[config.mk]
export PLATFORM = sky130hd
export DESIGN_NAME = imem_loader
export DESIGN_NICKNAME = d
export VERILOG_FILES = /design/src/rtl/imem_loader.sv
export SDC_FILE = /design/constraint.sdc
export NUM_CORES = 1
export LEC_CHECK = 0
export BUFFER_PORTS_ARGS = -buffer_cell sky130_fd_sc_hd__buf_2
export CELL_PAD_IN_SITES_DETAIL_PLACEMENT = 0
export CELL_PAD_IN_SITES_GLOBAL_PLACEMENT = 1
export CORE_UTILIZATION = 47
export CTS_BUF_LIST = sky130_fd_sc_hd__clkbuf_8
export DETAILED_ROUTE_END_ITERATION = 7
export PLACE_DENSITY = 0.95
export SYNTH_ARGS = -nofsm -noshare
export SYNTH_HDL_FRONTEND = slang
export SYNTH_SLANG_ARGS = --single-unit
[constraint.sdc]
create_clock -name clk -period 6.7 [get_ports clk]
set_input_delay 0.335 -clock clk [delete_from_list [all_inputs] [get_ports clk]]
set_output_delay 0.335 -clock clk [all_outputs]
set_load 0.1 [all_outputs]
[src/rtl/imem_loader.sv]
// -----------------------------------------------------------------------------
// imem_loader
//
// Write-side initiator for the instruction memory. Receives a program image as
// a byte stream over a valid/ready handshake, assembles little-endian 32-bit
// words and issues one-cycle write strobes on the memory write port. Holds the
// core off fetch (busy) until the whole image has been written.
//
// Image format (little-endian): 4-byte word count N, then N words of 4 bytes.
// With IMEM_LOADER_CKSUM_EN defined, a 4-byte checksum (sum of the N words,
// mod 2**32) follows the data and is compared before reporting done.
//
// Parameters:
//   ADDR_W     word-address width, memory depth is 2**ADDR_W words
//   BASE_ADDR  word index of the first instruction written
//
// Ports:
//   clk, rst_n    clock (rising edge) and asynchronous active-low reset
//   start         one-cycle pulse, begins a load from IDLE, DONE or ERR
//   in_data       image byte
//   in_valid      in_data valid
//   in_ready      loader accepts a byte this cycle
//   mem_waddr     word index to instruction memory, zero-extended
//   mem_wdata     assembled instruction word
//   mem_we        write strobe, one cycle per word
//   busy          load in progress
//   done          image loaded successfully (level, until next start)
//   error         load aborted (level, until next start)
//   words_loaded  words written in the current load
// -----------------------------------------------------------------------------
module imem_loader #(
  parameter int ADDR_W    = 12,
  parameter int BASE_ADDR = 0
) (
  input  logic              clk,
  input  logic              rst_n,
  input  logic              start,
  input  logic [7:0]        in_data,
  input  logic              in_valid,
  output logic              in_ready,
  output logic [31:0]       mem_waddr,
  output logic [31:0]       mem_wdata,
  output logic              mem_we,
  output logic              busy,
  output logic              done,
  output logic              error,
  output logic [ADDR_W:0]   words_loaded
);

  // Largest word count that still fits between BASE_ADDR and the top of memory.
  localparam logic [32:0]       MAX_WORDS = 33'((64'd1 << ADDR_W) - 64'(BASE_ADDR));
  localparam logic [ADDR_W-1:0] BASE_W    = ADDR_W'(BASE_ADDR);

  typedef enum logic [2:0] {
    S_IDLE,
    S_HDR,
    S_DATA,
`ifdef IMEM_LOADER_CKSUM_EN
    S_CKSUM,
`endif
    S_DONE,
    S_ERR
  } state_e;

  state_e state_q, state_d;

  logic [1:0]      lane_q, lane_d;     // byte position within the current word
  logic [31:0]     shift_q, shift_d;   // word under assembly, bytes enter at the top
  logic [ADDR_W:0] count_q, count_d;   // header word count N (range-checked)
  logic [ADDR_W:0] words_q, words_d;
  logic [31:0]     waddr_q, waddr_d;
  logic [31:0]     wdata_q, wdata_d;
  logic            we_q, we_d;
`ifdef IMEM_LOADER_CKSUM_EN
  logic [31:0]     sum_q, sum_d;
`endif

  logic        accept;
  logic        last_byte;
  logic        start_ok;
  logic [31:0] word_next;
  logic        last_word;

  assign accept    = in_valid && in_ready;
  assign last_byte = accept && (lane_q == 2'd3);
  // Shifting right means the first byte received lands in bits 7:0 after four bytes.
  assign word_next = {in_data, shift_q[31:8]};
  assign start_ok  = start && (state_q == S_IDLE || state_q == S_DONE || state_q == S_ERR);
  assign last_word = (words_q + 1'b1) == count_q;

  // State register
  always_ff @(posedge clk or negedge rst_n) begin
    if (!rst_n) begin
      state_q <= S_IDLE;
    end else begin
      // NOTE: sequential state uses non-blocking assignments so every register
      // samples the pre-edge values, independent of statement order.
      state_q <= state_d;
    end
  end

  // Next-state logic
  always_comb begin
    // NOTE: default assignment first so no path leaves state_d unassigned (no latch).
    state_d = state_q;
    unique case (state_q)
      S_IDLE, S_DONE, S_ERR: if (start) state_d = S_HDR;
      S_HDR: begin
        if (last_byte) begin
          if (word_next == 32'd0) begin
`ifdef IMEM_LOADER_CKSUM_EN
            state_d = S_CKSUM;
`else
            state_d = S_DONE;
`endif
          end else if ({1'b0, word_next} > MAX_WORDS) begin
            state_d = S_ERR;
          end else begin
            state_d = S_DATA;
          end
        end
      end
      S_DATA: begin
        if (last_byte && last_word) begin
`ifdef IMEM_LOADER_CKSUM_EN
          state_d = S_CKSUM;
`else
          state_d = S_DONE;
`endif
        end
      end
`ifdef IMEM_LOADER_CKSUM_EN
      S_CKSUM: if (last_byte) state_d = (word_next == sum_q) ? S_DONE : S_ERR;
`endif
      default: state_d = S_IDLE;
    endcase
  end

  // Output decode (depends on registered state only)
  always_comb begin
    in_ready = 1'b0;
    busy     = 1'b0;
    done     = 1'b0;
    error    = 1'b0;
    unique case (state_q)
      S_HDR, S_DATA: begin
        in_ready = 1'b1;
        busy     = 1'b1;
      end
`ifdef IMEM_LOADER_CKSUM_EN
      S_CKSUM: begin
        in_ready = 1'b1;
        busy     = 1'b1;
      end
`endif
      S_DONE:  done  = 1'b1;
      S_ERR:   error = 1'b1;
      default: ;
    endcase
  end

  // Datapath next-state
  always_comb begin
    lane_d  = lane_q;
    shift_d = shift_q;
    count_d = count_q;
    words_d = words_q;
    waddr_d = waddr_q;
    wdata_d = wdata_q;
    we_d    = 1'b0;     // strobe lasts exactly one cycle
`ifdef IMEM_LOADER_CKSUM_EN
    sum_d   = sum_q;
`endif
    if (start_ok) begin
      lane_d  = 2'd0;
      words_d = '0;
`ifdef IMEM_LOADER_CKSUM_EN
      sum_d   = 32'd0;
`endif
    end else if (accept) begin
      shift_d = word_next;
      lane_d  = lane_q + 2'd1;
      if (last_byte) begin
        if (state_q == S_HDR) begin
          // Only meaningful once the range check passes, where N fits ADDR_W+1 bits.
          count_d = word_next[ADDR_W:0];
        end else if (state_q == S_DATA) begin
          we_d    = 1'b1;
          wdata_d = word_next;
          waddr_d = 32'(BASE_W + words_q[ADDR_W-1:0]);
          words_d = words_q + 1'b1;
`ifdef IMEM_LOADER_CKSUM_EN
          sum_d   = sum_q + word_next;
`endif
        end
      end
    end
  end

  // Datapath registers
  always_ff @(posedge clk or negedge rst_n) begin
    if (!rst_n) begin
      lane_q  <= 2'd0;
      shift_q <= 32'd0;
      count_q <= '0;
      words_q <= '0;
      waddr_q <= 32'd0;
      wdata_q <= 32'd0;
      we_q    <= 1'b0;
`ifdef IMEM_LOADER_CKSUM_EN
      sum_q   <= 32'd0;
`endif
    end else begin
      lane_q  <= lane_d;
      shift_q <= shift_d;
      count_q <= count_d;
      words_q <= words_d;
      waddr_q <= waddr_d;
      wdata_q <= wdata_d;
      we_q    <= we_d;
`ifdef IMEM_LOADER_CKSUM_EN
      sum_q   <= sum_d;
`endif
    end
  end

  assign mem_waddr    = waddr_q;
  assign mem_wdata    = wdata_q;
  assign mem_we       = we_q;
  assign words_loaded = words_q;

endmodule
**Word level (Yosys, flattened, before mapping)**

Cells that the tools add are included.

- Equal/unequal tests: 10
- Magnitude comparators: 1
- Add/sub/neg operators: 2
- Bitwise logic cells: 2
- Reductions and logical operators: 18
- Muxes and demuxes: 21

Operators with widths:

| operator | number |
|---|---|
| $mux 13 | 5 |
| $gt 32x13->1 const B | 1 |
| $logic_not 32->1 | 1 |
| $mux 3 | 5 |
| $add 13x1->13 const B | 1 |
| $eq 13x13->1 | 1 |
| $pmux 3 s3 | 1 |
| $mux 1 | 8 |
| $ne 2x2->1 const B | 4 |
| $reduce_and 4->1 | 2 |
| $eq 3x2->1 const B | 2 |
| $reduce_bool 2->1 | 3 |
| $reduce_and 5->1 | 1 |
| $logic_and 1x1->1 | 4 |
| $mux 2 | 2 |
| $eq 3x1->1 const B | 1 |
| $eq 3x3->1 const B | 1 |
| $logic_not 3->1 | 1 |
| $reduce_and 3->1 | 1 |
| $reduce_or 3->1 | 1 |
| $add 2x1->2 const B | 1 |
| $eq 2x2->1 const B | 1 |
| $logic_or 1x1->1 | 2 |
| $not 1->1 | 2 |
| 2 further kinds | 2 |

- Bits of input ports: 12
- Output and inout port bits: 82
- Logic and storage cells: 62
- Register bits after elaboration: 108

**Logic depth before layout (Yosys ltp)**

Gate-level depths: netlist of run 1.

- Depth after elaboration: 8
- Depth in mapped cells: 10
- Mapped depth without buffers: 8

**Worst setup path after synthesis of run 1**

No wires, ideal clock.

- Path type: register -> register
- Start: register state_q[1]
- End: register shift_q[24]
- Library setup time: 0.125 ns
- Data arrival time: 3.147 ns
- Cell stages (with the launch flop): 7
- Setup slack: 3.428 ns
- Buffers on the path: 2
- Data required time: 6.575 ns
- Clock period less this slack: 3.272 ns
- Cells stage by stage: dfrtp_1 > buf_2 > xnor2_1 > nor2_1 > nand2_1 > clkbuf_1 > mux2_2

- Elaborated cells on any way between the ends: 13
- Those cells by class: eq/ne (4); mux (1); bitwise (1); reduce/logical (7)

RTL lines:

| item | RTL line | text |
|---|---|---|
| from (decl) | 65 | `state_e state_q, state_d;` |
| from (signal assigned) | 98 | `state_q <= state_d;` |
| $eq 3x1->1 or $eq 3x2->1 (tied branches) | n/a |  |
| $reduce_or 2->1 * | n/a |  |
| $mux 1 * | n/a |  |
| named net busy | 44 | `output logic busy,` |
| $logic_and 1x1->1 * | 84 | `assign accept = in_valid && in_ready;` |
| $reduce_and 2->1 (no line) * | n/a |  |
| to (signal assigned) | 215 | `shift_q <= shift_d;` |
| to (decl) | 68 | `logic [31:0] shift_q, shift_d;` |

Mark *: on every way through the listed nets, which the timed path passes. The rest lies on a longest branch.
A chain may end at the register's enable or synchronous reset.

**Worst setup path in the final report of run 1**

- Start: register state_q[1]
- End: register words_q[12] (netlist: words_loaded[12])

- Word-level cells in the longest chain between the ends: 7
- Elaborated cells on any way between the ends: 18
- Those cells by class: eq/ne (5); mux (2); reduce/logical (11)

RTL lines:

| item | RTL line | text |
|---|---|---|
| $eq 3x1->1 or $eq 3x2->1 (tied branches) | 145, 184, 187 |  |
| $reduce_or 2->1 | 145 | `unique case (state_q)` |
| $mux 1 | 145 |  |
| $logic_and 1x1->1 | 84 |  |
| $logic_and 1x1->1 | 85 | `assign last_byte = accept && (lane_q == 2'd3);` |
| $reduce_bool 2->1 (no line) | n/a |  |
| $reduce_and 4->1 (no line) | n/a |  |
| to (signal assigned) | 217 | `words_q <= words_d;` |
| to (decl) | 70 | `logic [ADDR_W:0] words_q, words_d;` |

Parallel ways exist; a longest one is shown, timed or not.

==> qor.csv, run 1 <==
stage,metric,value,unit
run_status,status,"finished, final reports clean",
placed_design,placed cell area,5060,µm²
yosys,dominant combinational cell family by area after synthesis,simple AND/OR/NAND/NOR gates,
cells_and_area,nets@finish,557,
setup_path,Worst Setup SP,state_q[1],
sta,max-slew violation count,0,
cts,Clock Pin Slew Worst Setup and Hold Paths,110,ps
cts,Clock Latency Late Sink,370,ps
min_path,Min-Delay Path Class,primary input to flip-flop,
sta,final hold vios,0,
cells_and_area,n_diodes,0,
power,Pleak,2.74,nW
floorplanning,Starting Density,48.5,%
yosys,cells after synthesis,486,
power,Combinational Power Share,26.1,%
power,P_sw,0.631,mW
sta,relative slew slack,24.5,%
drt,via count,3499,
placed_design,HPWL after DPL,6960,µm
min_path,hold_sp,in_data[0],
sta,fin crit period,2790,ps
sta,setup violators final,0,
yosys,synthesized flop and latch total,100,
grt,GRT Residual Overflow,0,
cts,clock tree buffer depth,2,
cts,# resized after CTS,0,
power,Flop pwr share,50.5,%
drt,WL/cell,14.8,µm
floorplanning,area of the core,9730,µm²
sta,RSZ-0062 raised after global routing,false,
setup_path,CP required,6970,ps
setup_path,CP arrival,3050,ps
setup_path,max incr delay on CP,910,ps
yosys,Syn. warnings,0,
sta,worst hold slack,180,ps
flow_run,maxcap violations,0,
placed_design,buffers added on ports,73,
drt,DRT antenna net count,0,
cells_and_area,most frequent cells in the layout,"nand2_1, dfrtp_1, buf_2",
sta,Fmax,359,MHz
cells_and_area,"leading cell type in the layout, fill and taps excluded",nand2_1,
cells_and_area,post-layout util,54.2,%
floorplanning,Ports,94,
cells_and_area,layout cells sized above 1,25.4,%
setup_path,CP Launch Type,flip-flop,
drt,Via density,5.14,
cts,CTS tree,built,
setup_path,crit path max-delay cell type,or3_2,
sta,Final TNS setup,0,ps
grt,largest net degree at the start of global routing,68,
cells_and_area,Layout area overhead,11.8,%
setup_path,"Cell Chain, Critical Path",nand2b_1 > or3_2 > inv_2 > buf_4 > nand2_1 > o31ai_1,
placed_design,RD Place Congestion,0.966,
drt,Pre-Repair DR Iteration Count,4,
yosys,compound-gate portion of the synthesized area,5.54,%
setup_path,CP max FO,61,
power,Switching Share,36.4,%
floorplanning,# rows,36,
setup_path,type of the worst setup path,flip-flop to flip-flop,
floorplanning,Die X,102,µm
cts,CTS Buf Count,9,
cts,H-tree lvl count,3,
yosys,mapped cell area,4720,µm²
sta,post-route setup slack,3910,ps
floorplanning,Die Y-Extent,102,µm
grt,global-route wire length before repair,17000,µm
power,Clk pwr share,23.4,%
drt,# DRC,0,
cts,Root Buffer,clkbuf_8,
power,power per cell area,328,nW/µm²
grt,initial antenna violation count,0,
sta,clk_skew,11.7,ps
floorplanning,die area,10400,µm²
yosys,simple-gate share of the synthesized area,22.5,%
drt,Iter 0 DRT Violations,169,
cells_and_area,design area,5280,µm²
power,Pint,1.10,mW
yosys,mux cell area share after synthesis,8.83,%
yosys,Synth Area in XOR/XNOR,3.16,%
cts,CTS sink cnt,100,
sta,final worst-path cycle share,41.6,%
grt,vias in the first global route,3447,
setup_path,Worst R2R Start,state_q[1],
placed_design,Setup WS pre-CTS,3940,ps
yosys,Synth Area in Adders,0.530,%
yosys,Synth cell types,46,
grt,GRT Overall Usage,21.1,%
yosys,average size of a mapped cell,9.71,µm²
sta,Worst Max-Slew Pin Slew,1130,ps
yosys,register area share after synthesis,53.0,%
setup_path,critical path capture point type,flip-flop,
drt,Routed WL,10100,µm
power,Max VDD drop,0.176,mV
[critical path, delay by kind of cell, from the launching register on]
kind | cells | cell delay (ps)
simple gates | 3 | 1130
flops | 1 | 610
buf+inv | 2 | 590
compound gates | 1 | 270
[routing by layer]
layer  vias up  track usage (%)  part of all wire (%)
met1      1692             28.4                    47
met3        17             3.35                   3.6
met4         0             8.13                   1.7
met2        97             34.5                    47
li1       1693                -                     -
met5         -                0                     0
[per-stage QoR]
step | instances | total power [mW]
after floorplan | 505 | 1.23
after global placement | 664 | 1.31
after detailed placement | 664 | 1.34
after CTS | 681 | 1.74
after global routing | 681 | 1.83
final | 681 | 1.73
[synth_stat cells, drive strengths merged]
cell type / instances / area share (%)
a2111oi: 1 / 0.19
a21o: 2 / 0.32
a21oi: 4 / 0.42
a2bb2oi: 1 / 0.19
a311oi: 1 / 0.19
a31oi: 1 / 0.13
and3: 1 / 0.13
and3b: 1 / 0.19
and4: 2 / 0.37
buf: 31 / 4.5
clkbuf: 18 / 1.4
conb: 1 / 0.079
dfrtp: 100 / 53
ha: 2 / 0.53
inv: 4 / 0.32
mux2: 37 / 8.8
nand2: 176 / 14
nand2b: 1 / 0.13
nand3: 13 / 1.8
nand4: 5 / 0.66
nor2: 4 / 0.32
nor2b: 4 / 0.53
nor3: 9 / 0.95
nor3b: 1 / 0.16
nor4: 11 / 2.2
nor4b: 2 / 0.50
o2111ai: 1 / 0.19
o21ai: 20 / 2.1
o22ai: 1 / 0.13
o31a: 1 / 0.21
o31ai: 8 / 1.3
o41ai: 1 / 0.19
or3: 3 / 0.50
or4: 1 / 0.16
xnor2: 12 / 2.2
xor2: 5 / 0.93
[state kept, by name (all words and copies together) (netlist names)]
| signal | count |
|---|---|
| shift_q | 24 |
| mem_wdata | 32 |
| lane_q | 2 |
| mem_we | 1 |
| count_q | 13 |
| mem_waddr | 12 |
| words_loaded | 13 |
| state_q | 3 |
[final cells by class]
class | instances | area (µm²)
timing repair buffer | 76 | 393
clock buffer | 9 | 124
fill | 895 | 4450
clock inverter | 7 | 82.6
multi-input combinational | 352 | 1990
tap | 133 | 166
inverter | 4 | 15.0
sequential | 100 | 2500
[path summary, 6_finish.rpt]
check	to	cells after the start	slack, ps
worst max-delay path	words_loaded[12]	6	3910
worst min-delay path	mem_wdata[24]	3	180
worst max register to register	words_loaded[12]	6	3910
worst min register to register	mem_wdata[3]	2	480
max in group asynchronous	shift_q[30]	3	5070
min in group asynchronous	mem_waddr[8]	2	450
[power by group through the flow]
stage	Clock, mW	Combinational, mW	Sequential [mW]
2_1_floorplan	0	0.407	0.821
3_5_place_dp	0	0.453	0.887
5_1_grt	0.434	0.498	0.894
4_1_cts	0.412	0.456	0.874
3_3_place_gp	0	0.437	0.877
6_report	0.405	0.452	0.875
[cell families (layout without fill, tap and decap cells)]
| group | after synthesis | after routing |
|---|---|---|
| compound gates | 42 | 42 |
| other cells | 1 | 20 |
| simple gates | 234 | 234 |
| mux | 37 | 37 |
| flops | 100 | 100 |
| buf+inv | 53 | 96 |
| fa+ha+maj | 2 | 2 |
| xor+xnor | 17 | 17 |
[repair_timing]
item | 4_1_cts | 5_1_grt
setup endpoints to repair | 0 | 0
setup buffers | 0 | 0
hold buffers | 1 | 0
hold endpoints to repair | 33 | 0
Note: power is estimated with default switching activity, not from simulation.
==> run 2: changes to the inputs <==
- CORE_UTILIZATION: 47 -> 39
- PLACE_DENSITY: 0.95 -> 0.86
- clock period: 6.7 -> 2.5 ns (I/O delays scaled with it)
==> qor.csv, run 2 (same netlist as run 1, synthesis figures left out) <==
stage,metric,value,unit
cts,Clock Pin Slew Worst Setup and Hold Paths,100,ps
cts,CTS Buf Count,9,
min_path,Hold EP,state_q[0],
drt,# DRC,10,
placed_design,placed cell count,681,
flow_run,maxcap violations,0,
drt,via count,3591,
cts,# resized after CTS,0,
power,"Power, Total",4.58,mW
power,Flop pwr share,51.2,%
sta,clk_skew,14.3,ps
cells_and_area,Layout area overhead,15.4,%
cts,Clock Latency Late Sink,370,ps
sta,Worst Max-Slew Pin Slew,915,ps
setup_path,CP Launch Type,flip-flop,
drt,Pre-Repair DR Iteration Count,6,
placed_design,HPWL after DPL,7320,µm
power,Clk pwr share,21.8,%
cells_and_area,n_diodes,0,
sta,relative slew slack,39.0,%
floorplanning,area of the core,11600,µm²
placed_design,RD Place Congestion,0.904,
setup_path,CP required,2760,ps
floorplanning,# rows,39,
cells_and_area,most frequent cells in the layout,"nand2_1, dfrtp_1, buf_2",
floorplanning,Starting Density,40.6,%
setup_path,critical path capture point type,flip-flop,
cells_and_area,layout cells sized above 1,28.4,%
min_path,hold_sp,start,
power,Max VDD drop,0.434,mV
setup_path,Worst R2R Start,words_loaded[0],
placed_design,buffers added on ports,73,
power,power per cell area,842,nW/µm²
setup_path,Register-to-Register Path Depth,7,
sta,setup violators final,0,
cells_and_area,number of flip-flops in the largest register,32,
sta,Final TNS setup,0,ps
sta,final worst-path cycle share,90.4,%
power,Pleak,2.79,nW
cts,clock tree buffer depth,2,
floorplanning,Die X,112,µm
power,Pint,2.88,mW
floorplanning,Die Y-Extent,112,µm
cells_and_area,nets@finish,572,
drt,Via density,5.09,
grt,initial antenna violation count,0,
cts,CTS tree,built,
grt,GRT Residual Overflow,0,
sta,max-slew violation count,0,
setup_path,r2r setup slk,240,ps
setup_path,type of the worst setup path,flip-flop to flip-flop,
power,Switching Share,37.3,%
drt,Routed WL,10500,µm
floorplanning,Ports,94,
setup_path,FF-to-FF End,state_q[0],
run_status,status,finished with violations,
cells_and_area,Non-Filler Instances,706,
sta,fin crit period,2260,ps
min_path,Min-Delay Path Class,primary input to flip-flop,
grt,GRT Overall Usage,17.9,%
run_status,failing checks,DRC,
min_path,Hold Path Depth,3,
drt,Iter 0 DRT Violations,210,
cts,CTS sink cnt,100,
power,P_sw,1.71,mW
cells_and_area,"leading cell type in the layout, fill and taps excluded",nand2_1,
drt,DRT antenna net count,0,
grt,vias in the first global route,3532,
cells_and_area,fillers,1106,
sta,RSZ-0062 raised after global routing,false,
sta,Fmax,442,MHz
drt,WL/cell,14.8,µm
sta,final hold vios,0,
power,Combinational Power Share,27.0,%
setup_path,CP max FO,10,
cts,H-tree lvl count,3,
floorplanning,die area,12500,µm²
grt,global-route wire length before repair,18000,µm
cts,Root Buffer,clkbuf_8,
grt,largest net degree at the start of global routing,75,
setup_path,CP arrival,2520,ps
## run 2: power groups by stage
| stage | Clock [mW] | Combinational, mW | Sequential (mW) |
|---|---|---|---|
| floorplan | 0 | 1.10 | 2.20 |
| global placement | 0 | 1.20 | 2.34 |
| detailed placement | 0 | 1.23 | 2.37 |
| CTS | 1.03 | 1.24 | 2.34 |
| global route | 1.10 | 1.36 | 2.40 |
| finish | 0.999 | 1.24 | 2.35 |
## run 2: per-stage QoR
| step | hold slack (ps) | worst slack [ps] | cell area [µm²] | utilization [%] |
|---|---|---|---|---|
| 2_1_floorplan | -171 | 32.6 | 4820 | - |
| 3_3_place_gp | 311 | 311 | 5170 | 44.5 |
| 3_5_place_dp | 319 | 248 | 5170 | 44.5 |
| 4_1_cts | 2.45 | 242 | 5440 | 46.8 |
| 5_1_grt | 74.9 | 73.4 | 5450 | 46.9 |
| 6_report | 61.7 | 240 | 5450 | 46.9 |
## run 2: how the worst max path moves through the flow
stage / start / end / depth (start not counted)
after CTS: words_loaded[0] / state_q[0] / 7
after global routing: words_loaded[0] / state_q[0] / 7
after floorplan: words_loaded[0] / state_q[0] / 7
final: words_loaded[0] / state_q[0] / 7
after global placement: words_loaded[0] / state_q[0] / 7
after detailed placement: words_loaded[0] / state_q[0] / 7
## run 2: area by class of cell
type                       count  area (µm²)  share of cell area, %
clock inverter                 7        66.3                   1.22
timing repair buffer          91         538                   9.88
tap                          143         179                   3.29
multi-input combinational    352        2010                   36.8
clock buffer                   9         124                   2.27
sequential                   100        2520                   46.2
inverter                       4        15.0                  0.276
## run 2: what timing repair did
| action | 4_1_cts | 5_1_grt |
|---|---|---|
| endpoints found under the hold margin | 79 | 1 |
| hold buffers | 8 | 1 |
| setup buffers | 0 | 0 |
| setup endpoints to repair | 0 | 0 |
## run 2: critical path, stage by stage (launching register included)
cell	delay, ps
dfrtp_2	470
ha_1	190
nand3_1	130
nor4_1	400
xnor2_1	170
o21ai_1	90
or4_1	460
o31ai_1	260
## run 2: per-layer routing
layer	part of all wire [%]	track usage, %	up-vias
met4	0.40	2.58	0
met5	0	0	-
li1	-	-	1730
met3	4.7	3.86	5
met1	47	24.8	1741
met2	48	29.4	115
